## src/rtl/uart_frame_loopback.sv

```systemverilog
// Receives one frame of UART words into RAM, then replays it to the transmitter.
// Define FRAME_REVERSE_EN to replay each frame in reverse order.
module uart_frame_loopback #(
  parameter int unsigned DATA_W = 8,
  parameter int unsigned DEPTH  = 256,
  parameter int unsigned ADDR_W = $clog2(DEPTH)
) (
  input  logic              clk,
  input  logic              rstn,
  input  logic              enable,
  input  logic              mode,
  input  logic [ADDR_W:0]   frame_len,
  input  logic [DATA_W-1:0] term_char,
  input  logic              rx_valid,
  input  logic [DATA_W-1:0] rx_data,
  output logic              rx_ready,
  output logic              tx_valid,
  output logic [DATA_W-1:0] tx_data,
  input  logic              tx_ready,
  output logic [2:0]        state,
  output logic [15:0]       frame_count,
  output logic              overflow
);

  localparam logic [2:0] StIdle   = 3'd0;
  localparam logic [2:0] StRecv   = 3'd1;
  localparam logic [2:0] StRdAddr = 3'd2;
  localparam logic [2:0] StRdData = 3'd3;
  localparam logic [2:0] StSend   = 3'd4;

`ifdef FRAME_REVERSE_EN
  localparam bit Reverse = 1'b1;
`else
  localparam bit Reverse = 1'b0;
`endif

  localparam logic [ADDR_W:0] DepthLen = (ADDR_W + 1)'(DEPTH);

  logic [2:0]        state_q, state_d;
  logic              mode_q, mode_d;
  logic [ADDR_W:0]   len_q, len_d;
  logic [DATA_W-1:0] term_q, term_d;
  logic [ADDR_W-1:0] wr_ptr_q, wr_ptr_d;
  logic [ADDR_W-1:0] rd_ptr_q, rd_ptr_d;
  logic [ADDR_W-1:0] last_q, last_d;
  logic              rx_ready_q, rx_ready_d;
  logic              tx_valid_q, tx_valid_d;
  logic [DATA_W-1:0] tx_data_q, tx_data_d;
  logic [15:0]       frame_count_q, frame_count_d;
  logic              overflow_q, overflow_d;

  logic [DATA_W-1:0] mem [DEPTH];
  logic [DATA_W-1:0] rdata_q;

  logic              rx_fire;
  logic              tx_fire;
  logic [ADDR_W:0]   eff_len;
  logic [ADDR_W:0]   wr_count;
  logic              full;
  logic              is_term;
  logic              frame_end;
  logic              rd_last;

  assign rx_fire  = rx_valid & rx_ready_q;
  assign tx_fire  = tx_valid_q & tx_ready;
  assign eff_len  = (frame_len == '0 || frame_len > DepthLen) ? DepthLen : frame_len;
  // Words stored once the current transfer lands.
  assign wr_count = {1'b0, wr_ptr_q} + (ADDR_W + 1)'(1);
  assign full     = (wr_count == DepthLen);
  assign is_term  = (rx_data == term_q);
  assign frame_end = mode_q ? (is_term || full) : (wr_count == len_q);
  assign rd_last  = Reverse ? (rd_ptr_q == '0) : (rd_ptr_q == last_q);

  always_comb begin
    state_d       = state_q;
    mode_d        = mode_q;
    len_d         = len_q;
    term_d        = term_q;
    wr_ptr_d      = wr_ptr_q;
    rd_ptr_d      = rd_ptr_q;
    last_d        = last_q;
    rx_ready_d    = rx_ready_q;
    tx_valid_d    = tx_valid_q;
    tx_data_d     = tx_data_q;
    frame_count_d = frame_count_q;
    overflow_d    = overflow_q;

    case (state_q)
      StIdle: begin
        if (enable) begin
          mode_d     = mode;
          len_d      = eff_len;
          term_d     = term_char;
          wr_ptr_d   = '0;
          rx_ready_d = 1'b1;
          state_d    = StRecv;
        end
      end
      StRecv: begin
        if (rx_fire) begin
          if (frame_end) begin
            rx_ready_d = 1'b0;
            last_d     = wr_ptr_q;
            rd_ptr_d   = Reverse ? wr_ptr_q : '0;
            wr_ptr_d   = '0;
            if (mode_q && full && !is_term) overflow_d = 1'b1;
            state_d    = StRdAddr;
          end else begin
            wr_ptr_d = wr_ptr_q + ADDR_W'(1);
          end
        end
      end
      StRdAddr: state_d = StRdData;
      StRdData: begin
        tx_data_d  = rdata_q;
        tx_valid_d = 1'b1;
        state_d    = StSend;
      end
      StSend: begin
        if (tx_fire) begin
          tx_valid_d = 1'b0;
          if (rd_last) begin
            frame_count_d = frame_count_q + 16'd1;
            rd_ptr_d      = '0;
            wr_ptr_d      = '0;
            // Back-to-back frames pick up fresh configuration at restart.
            if (enable) begin
              mode_d     = mode;
              len_d      = eff_len;
              term_d     = term_char;
              rx_ready_d = 1'b1;
              state_d    = StRecv;
            end else begin
              state_d = StIdle;
            end
          end else begin
            rd_ptr_d = Reverse ? (rd_ptr_q - ADDR_W'(1)) : (rd_ptr_q + ADDR_W'(1));
            state_d  = StRdAddr;
          end
        end
      end
      default: state_d = StIdle;
    endcase
  end

  always_ff @(posedge clk or negedge rstn) begin
    if (!rstn) begin
      state_q       <= StIdle;
      mode_q        <= 1'b0;
      len_q         <= '0;
      term_q        <= '0;
      wr_ptr_q      <= '0;
      rd_ptr_q      <= '0;
      last_q        <= '0;
      rx_ready_q    <= 1'b0;
      tx_valid_q    <= 1'b0;
      tx_data_q     <= '0;
      frame_count_q <= '0;
      overflow_q    <= 1'b0;
    end else begin
      state_q       <= state_d;
      mode_q        <= mode_d;
      len_q         <= len_d;
      term_q        <= term_d;
      wr_ptr_q      <= wr_ptr_d;
      rd_ptr_q      <= rd_ptr_d;
      last_q        <= last_d;
      rx_ready_q    <= rx_ready_d;
      tx_valid_q    <= tx_valid_d;
      tx_data_q     <= tx_data_d;
      frame_count_q <= frame_count_d;
      overflow_q    <= overflow_d;
    end
  end

  // Frame buffer: no reset, one-cycle synchronous read.
  always_ff @(posedge clk) begin
    if (rx_fire) mem[wr_ptr_q] <= rx_data;
    rdata_q <= mem[rd_ptr_q];
  end

  assign rx_ready    = rx_ready_q;
  assign tx_valid    = tx_valid_q;
  assign tx_data     = tx_data_q;
  assign state       = state_q;
  assign frame_count = frame_count_q;
  assign overflow    = overflow_q;

endmodule

```

## config.mk

```make
export PLATFORM = sky130hd
export DESIGN_NAME = uart_frame_loopback
export DESIGN_NICKNAME = d
export VERILOG_FILES = /design/src/rtl/uart_frame_loopback.sv
export SDC_FILE = /design/constraint.sdc
export NUM_CORES = 2
export LEC_CHECK = 0
export CORE_MARGIN = 1
export CORE_UTILIZATION = 65
export CTS_BUF_LIST = sky130_fd_sc_hd__clkbuf_4
export DETAILED_ROUTE_END_ITERATION = 16
export PLACE_DENSITY = 0.8
export SLEW_MARGIN = 15
export SYNTH_ARGS = -nofsm -noshare
export SYNTH_HDL_FRONTEND = slang
export SYNTH_SLANG_ARGS = --single-unit
```

## constraint.sdc

```tcl
create_clock -name clk -period 8.6 [get_ports clk]
set_clock_uncertainty 0.05 [all_clocks]
set_input_delay 1.72 -clock clk [delete_from_list [all_inputs] [get_ports clk]]
set_output_delay 1.72 -clock clk [all_outputs]
set_load 0.02 [all_outputs]
```

==> impl_results.rst <==
.. list-table::
   :header-rows: 1

   * - Metric
     - Value
   * - Core area
     - 128000 um2
   * - Final wirelength
     - roughly 220000 um
   * - Placed Cells incl. Taps
     - around 6000
   * - Total net switching power
     - around 9000 uW
   * - Reg-to-reg critical path startpoint
     - rd_ptr_q[2]
   * - Final non-filler cell total
     - between 6000 and 7000
   * - CTS tree
     - yes
   * - Final routed DRC violation total
     - 0
   * - Cell chosen for the clock root
     - clkbuf_4
   * - Most common cell after layout, fill and taps aside
     - edfxtp_1
   * - Layout Cell Area excl Fill
     - 92800 um2
   * - Port Buffers
     - 60
   * - Final-report setup violation count
     - 0
   * - Total clock buffers created by CTS
     - 544
   * - Count of unique library cells instantiated by Yosys
     - between 70 and 80
   * - Type of element launching the critical path
     - register
   * - Max cap viols
     - 0
   * - Final HPWL DP
     - 128000 um
   * - Number of global-route vias before repair
     - between 40000 and 50000
   * - Status
     - completed
   * - Final critical-path required period
     - roughly 5.3 ns
   * - Syn_nets
     - around 4500
   * - Register-to-register path setup slack
     - approximately 3.3 ns
   * - Classification of the worst-slack hold path
     - in -> async
   * - Clock sinks
     - 2128
   * - CP arrival
     - around 6.5 ns
   * - Overall die width
     - approximately 360 um
   * - H-tree depth
     - 6
   * - Number of inserted filler cells in the final layout
     - 7453
   * - Critical path required time
     - just under 10 ns
   * - Endpoint of the worst register-to-register path
     - rdata_q[2]
   * - Gate count of the mapped netlist
     - 4427
   * - Combinational group share of total power
     - around a quarter
   * - Power density normalized to cell area
     - 296 nW/um2
   * - Number of cells on the worst reg-to-reg path
     - 9
   * - I/O pin total
     - just over 60
   * - Commonest non-fill, non-tap cells in the layout
     - edfxtp_1, clkbuf_4, mux2i_1
   * - Setup repair after global routing missed its margin
     - false
   * - Number of rows in the core area
     - roughly 130
   * - Routed Antenna Nets
     - 0
   * - Clock-pin slew of the registers on the worst-case setup and hold paths
     - approximately 0.060 ns
   * - Mean routed wirelength per cell
     - 31.2 um
   * - LEAKAGE
     - ~0.03 uW
   * - Global Route Usage Sum
     - about a third
   * - Final period utilization
     - 61.9%
   * - Setup crit start
     - rd_ptr_q[2]
   * - Post_cts resized
     - 0
   * - Number of pins with negative max-slew slack in the final report
     - 0
   * - FF+latch area
     - 63500 um2
   * - Global-route wire length before repair
     - approximately 310000 um
   * - Mean post-synth cell area
     - between 15 and 20 um2
   * - Hold slack
     - around 0.28 ns
   * - Ratio of routed vias to standard cells
     - 6.83
   * - Iteration-0 DRC Markers
     - around 7500
   * - Post-synthesis instance area
     - between 80000 and 90000 um2
   * - Highest net fanout along the worst path
     - 61
   * - Multi-input gate area
     - between 15000 and 20000 um2
   * - Starting utilization of the core area
     - between 60 and 70%
   * - Number of nets in the layout
     - 4883
   * - P_int
     - around 19000 uW
   * - Achievable frequency
     - ~190 MHz
   * - Worst IR drop on VDD
     - 250 uV
   * - Seq/Total Area, Yosys
     - between 70% and 80%
   * - Slew Limit Headroom
     - between 20% and 30%
   * - Clock insertion delay at the later pin of the skew report
     - 1.32 ns
   * - Transition time of the tightest slew-check pin
     - roughly 1.2 ns
   * - RD Place Congestion
     - 0.916
   * - Area delta synth->final
     - 9.70%
   * - Clock share of power
     - 30.4%
   * - Switching Fraction
     - between 30% and 40%
   * - Total Neg Setup Slack
     - 0 ns
   * - Async set-or-reset flop fraction in the synthesized netlist
     - between 3 and 4%
   * - Post-CTS Setup Inserts
     - 0
   * - Area enclosed by the die boundary
     - roughly 130000 um2
   * - Critical path class
     - reg -> reg
   * - Largest net degree at the start of global routing
     - 138
   * - Layout cell share with drive strength beyond 1
     - around 24%
   * - Total overflow reported by the global router
     - 0
   * - Post-DP Area
     - roughly 86000 um2
   * - Final number of hold-violating endpoints
     - 0
   * - Number of enable-type register cells in the synthesized netlist
     - roughly 2000
   * - Antenna violations before repair
     - 14
   * - DR pass1 iterations
     - 8
   * - Vias
     - about 47000
   * - Sequential group share of total power
     - a little over two fifths
   * - Critical path endpoint category
     - register
   * - Hold buffer count at CTS
     - 0
   * - Die span in y
     - ~360 um
   * - Flip-flop and latch count after synthesis
     - 2128
   * - YS warnings
     - 0
   * - Dominant synthesized flop cell
     - edfxtp_1
   * - Maximum number of buffers from clock root to sink
     - 4
[sequential cells by signal, indices dropped and copies added, names as in the netlist]
register and count:
mem 2048, frame_count 16, mode_q 1, len_q 9
overflow 1, rx_ready 1, rd_ptr_q 8, term_q 8
tx_data 8, state 3, wr_ptr_q 8, last_q 8
rdata_q 8, tx_valid 1
[critical path: stages (launching register included)]
cell and delay [ns]:
dfrtp_4 0.93, nand2_4 0.67, buf_4 0.55, buf_4 0.46, o221ai_1 0.46, a21oi_1 0.31
a41oi_1 0.37, nand3_1 0.19, a2111oi_0 0.82, and3_1 0.29
[layout make-up]
cell class	instances	share of cell area [%]
multi-input combinational	2020	20.7
inverter	12	0.0566
tap	1729	2.33
sequential	2128	68.4
clock buffer	770	6.23
clock inverter	121	0.812
antenna	9	0.0243
timing repair buffer	139	1.42
[power by group through the flow]
stage	sequential [uW]	clock, uW	combinational [uW]
2_1_floorplan	11800	0	5170
4_1_cts	11800	8370	7160
5_1_grt	11800	8910	7540
3_5_place_dp	12000	0	7130
6_report	11800	8320	7310
3_3_place_gp	12000	0	7050
[synth_stat cells, drive strengths merged (4+ instances only)]
library cell	count	area (um2)
a22oi	9	67.6
nand3	41	205
or3	13	81.3
edfxtp	2048	61500
or4	6	45.0
o221ai	150	1310
inv	11	41.3
xor2	15	131
clkbuf	121	495
o2111ai	4	35.0
a31oi	4	25.0
nand2	163	612
a22o	5	43.8
nor2b	9	56.3
o21ai	50	250
dfrtp	72	1800
buf	146	1410
a21o	8	60.1
nor2	329	1240
mux2i	380	3800
and3	13	81.3
nor3	77	385
and4	5	43.8
or2	7	43.8
nor4	27	175
dfxtp	8	160
o31ai	8	60.1
a21oi	110	562
nand2b	12	75.1
a221oi	5	43.8
a2111oi	9	85.1
a311oi	5	43.8
o22ai	65	407
xnor2	23	201
nand4	14	87.6
and2	11	68.8
a211oi	20	155
ha	7	87.6
o211ai	10	75.1
mux4	342	7880
mux2	31	349
[cells by family after synthesis]
kind of cell | share of synthesized area, %
flip-flops | 75.0
XOR/XNOR | 0.393
multiplexers | 14.2
AND/OR/NAND/NOR | 3.91
buffers and inverters | 2.31
AO/OA/AOI/OAI | 4.04
adder cells (fa/ha/maj) | 0.104
[worst max-delay path by stage]
stage,slack (ns),to
floorplan,5.15,mem[104][0]
global placement,3.57,mem[209][6]
detailed placement,3.52,mem[177][2]
CTS,3.66,rdata_q[2]
global route,3.41,rdata_q[2]
finish,3.28,rdata_q[2]
[stage by stage]
stage | utilization [%] | setup slack, ns | power, uW
6_report | 72.3 | 3.28 | 27400
5_1_grt | 72.3 | 3.41 | 28200
4_1_cts | 72.3 | 3.66 | 27300
3_5_place_dp | 67.2 | 3.52 | 19100
3_3_place_gp | 67.2 | 3.57 | 19000
2_1_floorplan | - | 5.15 | 17000
[metal layers]
metal / up-vias / GRT usage, % / share of wire, %
li1: 19300 / - / -
met1: 23500 / 45.7 / 35
met2: 3848 / 49.5 / 46
met3: 642 / 10.9 / 14
met4: 8 / 15.0 / 4.6
met5: - / 0 / 0.026
(Power assumes the default switching activity.)
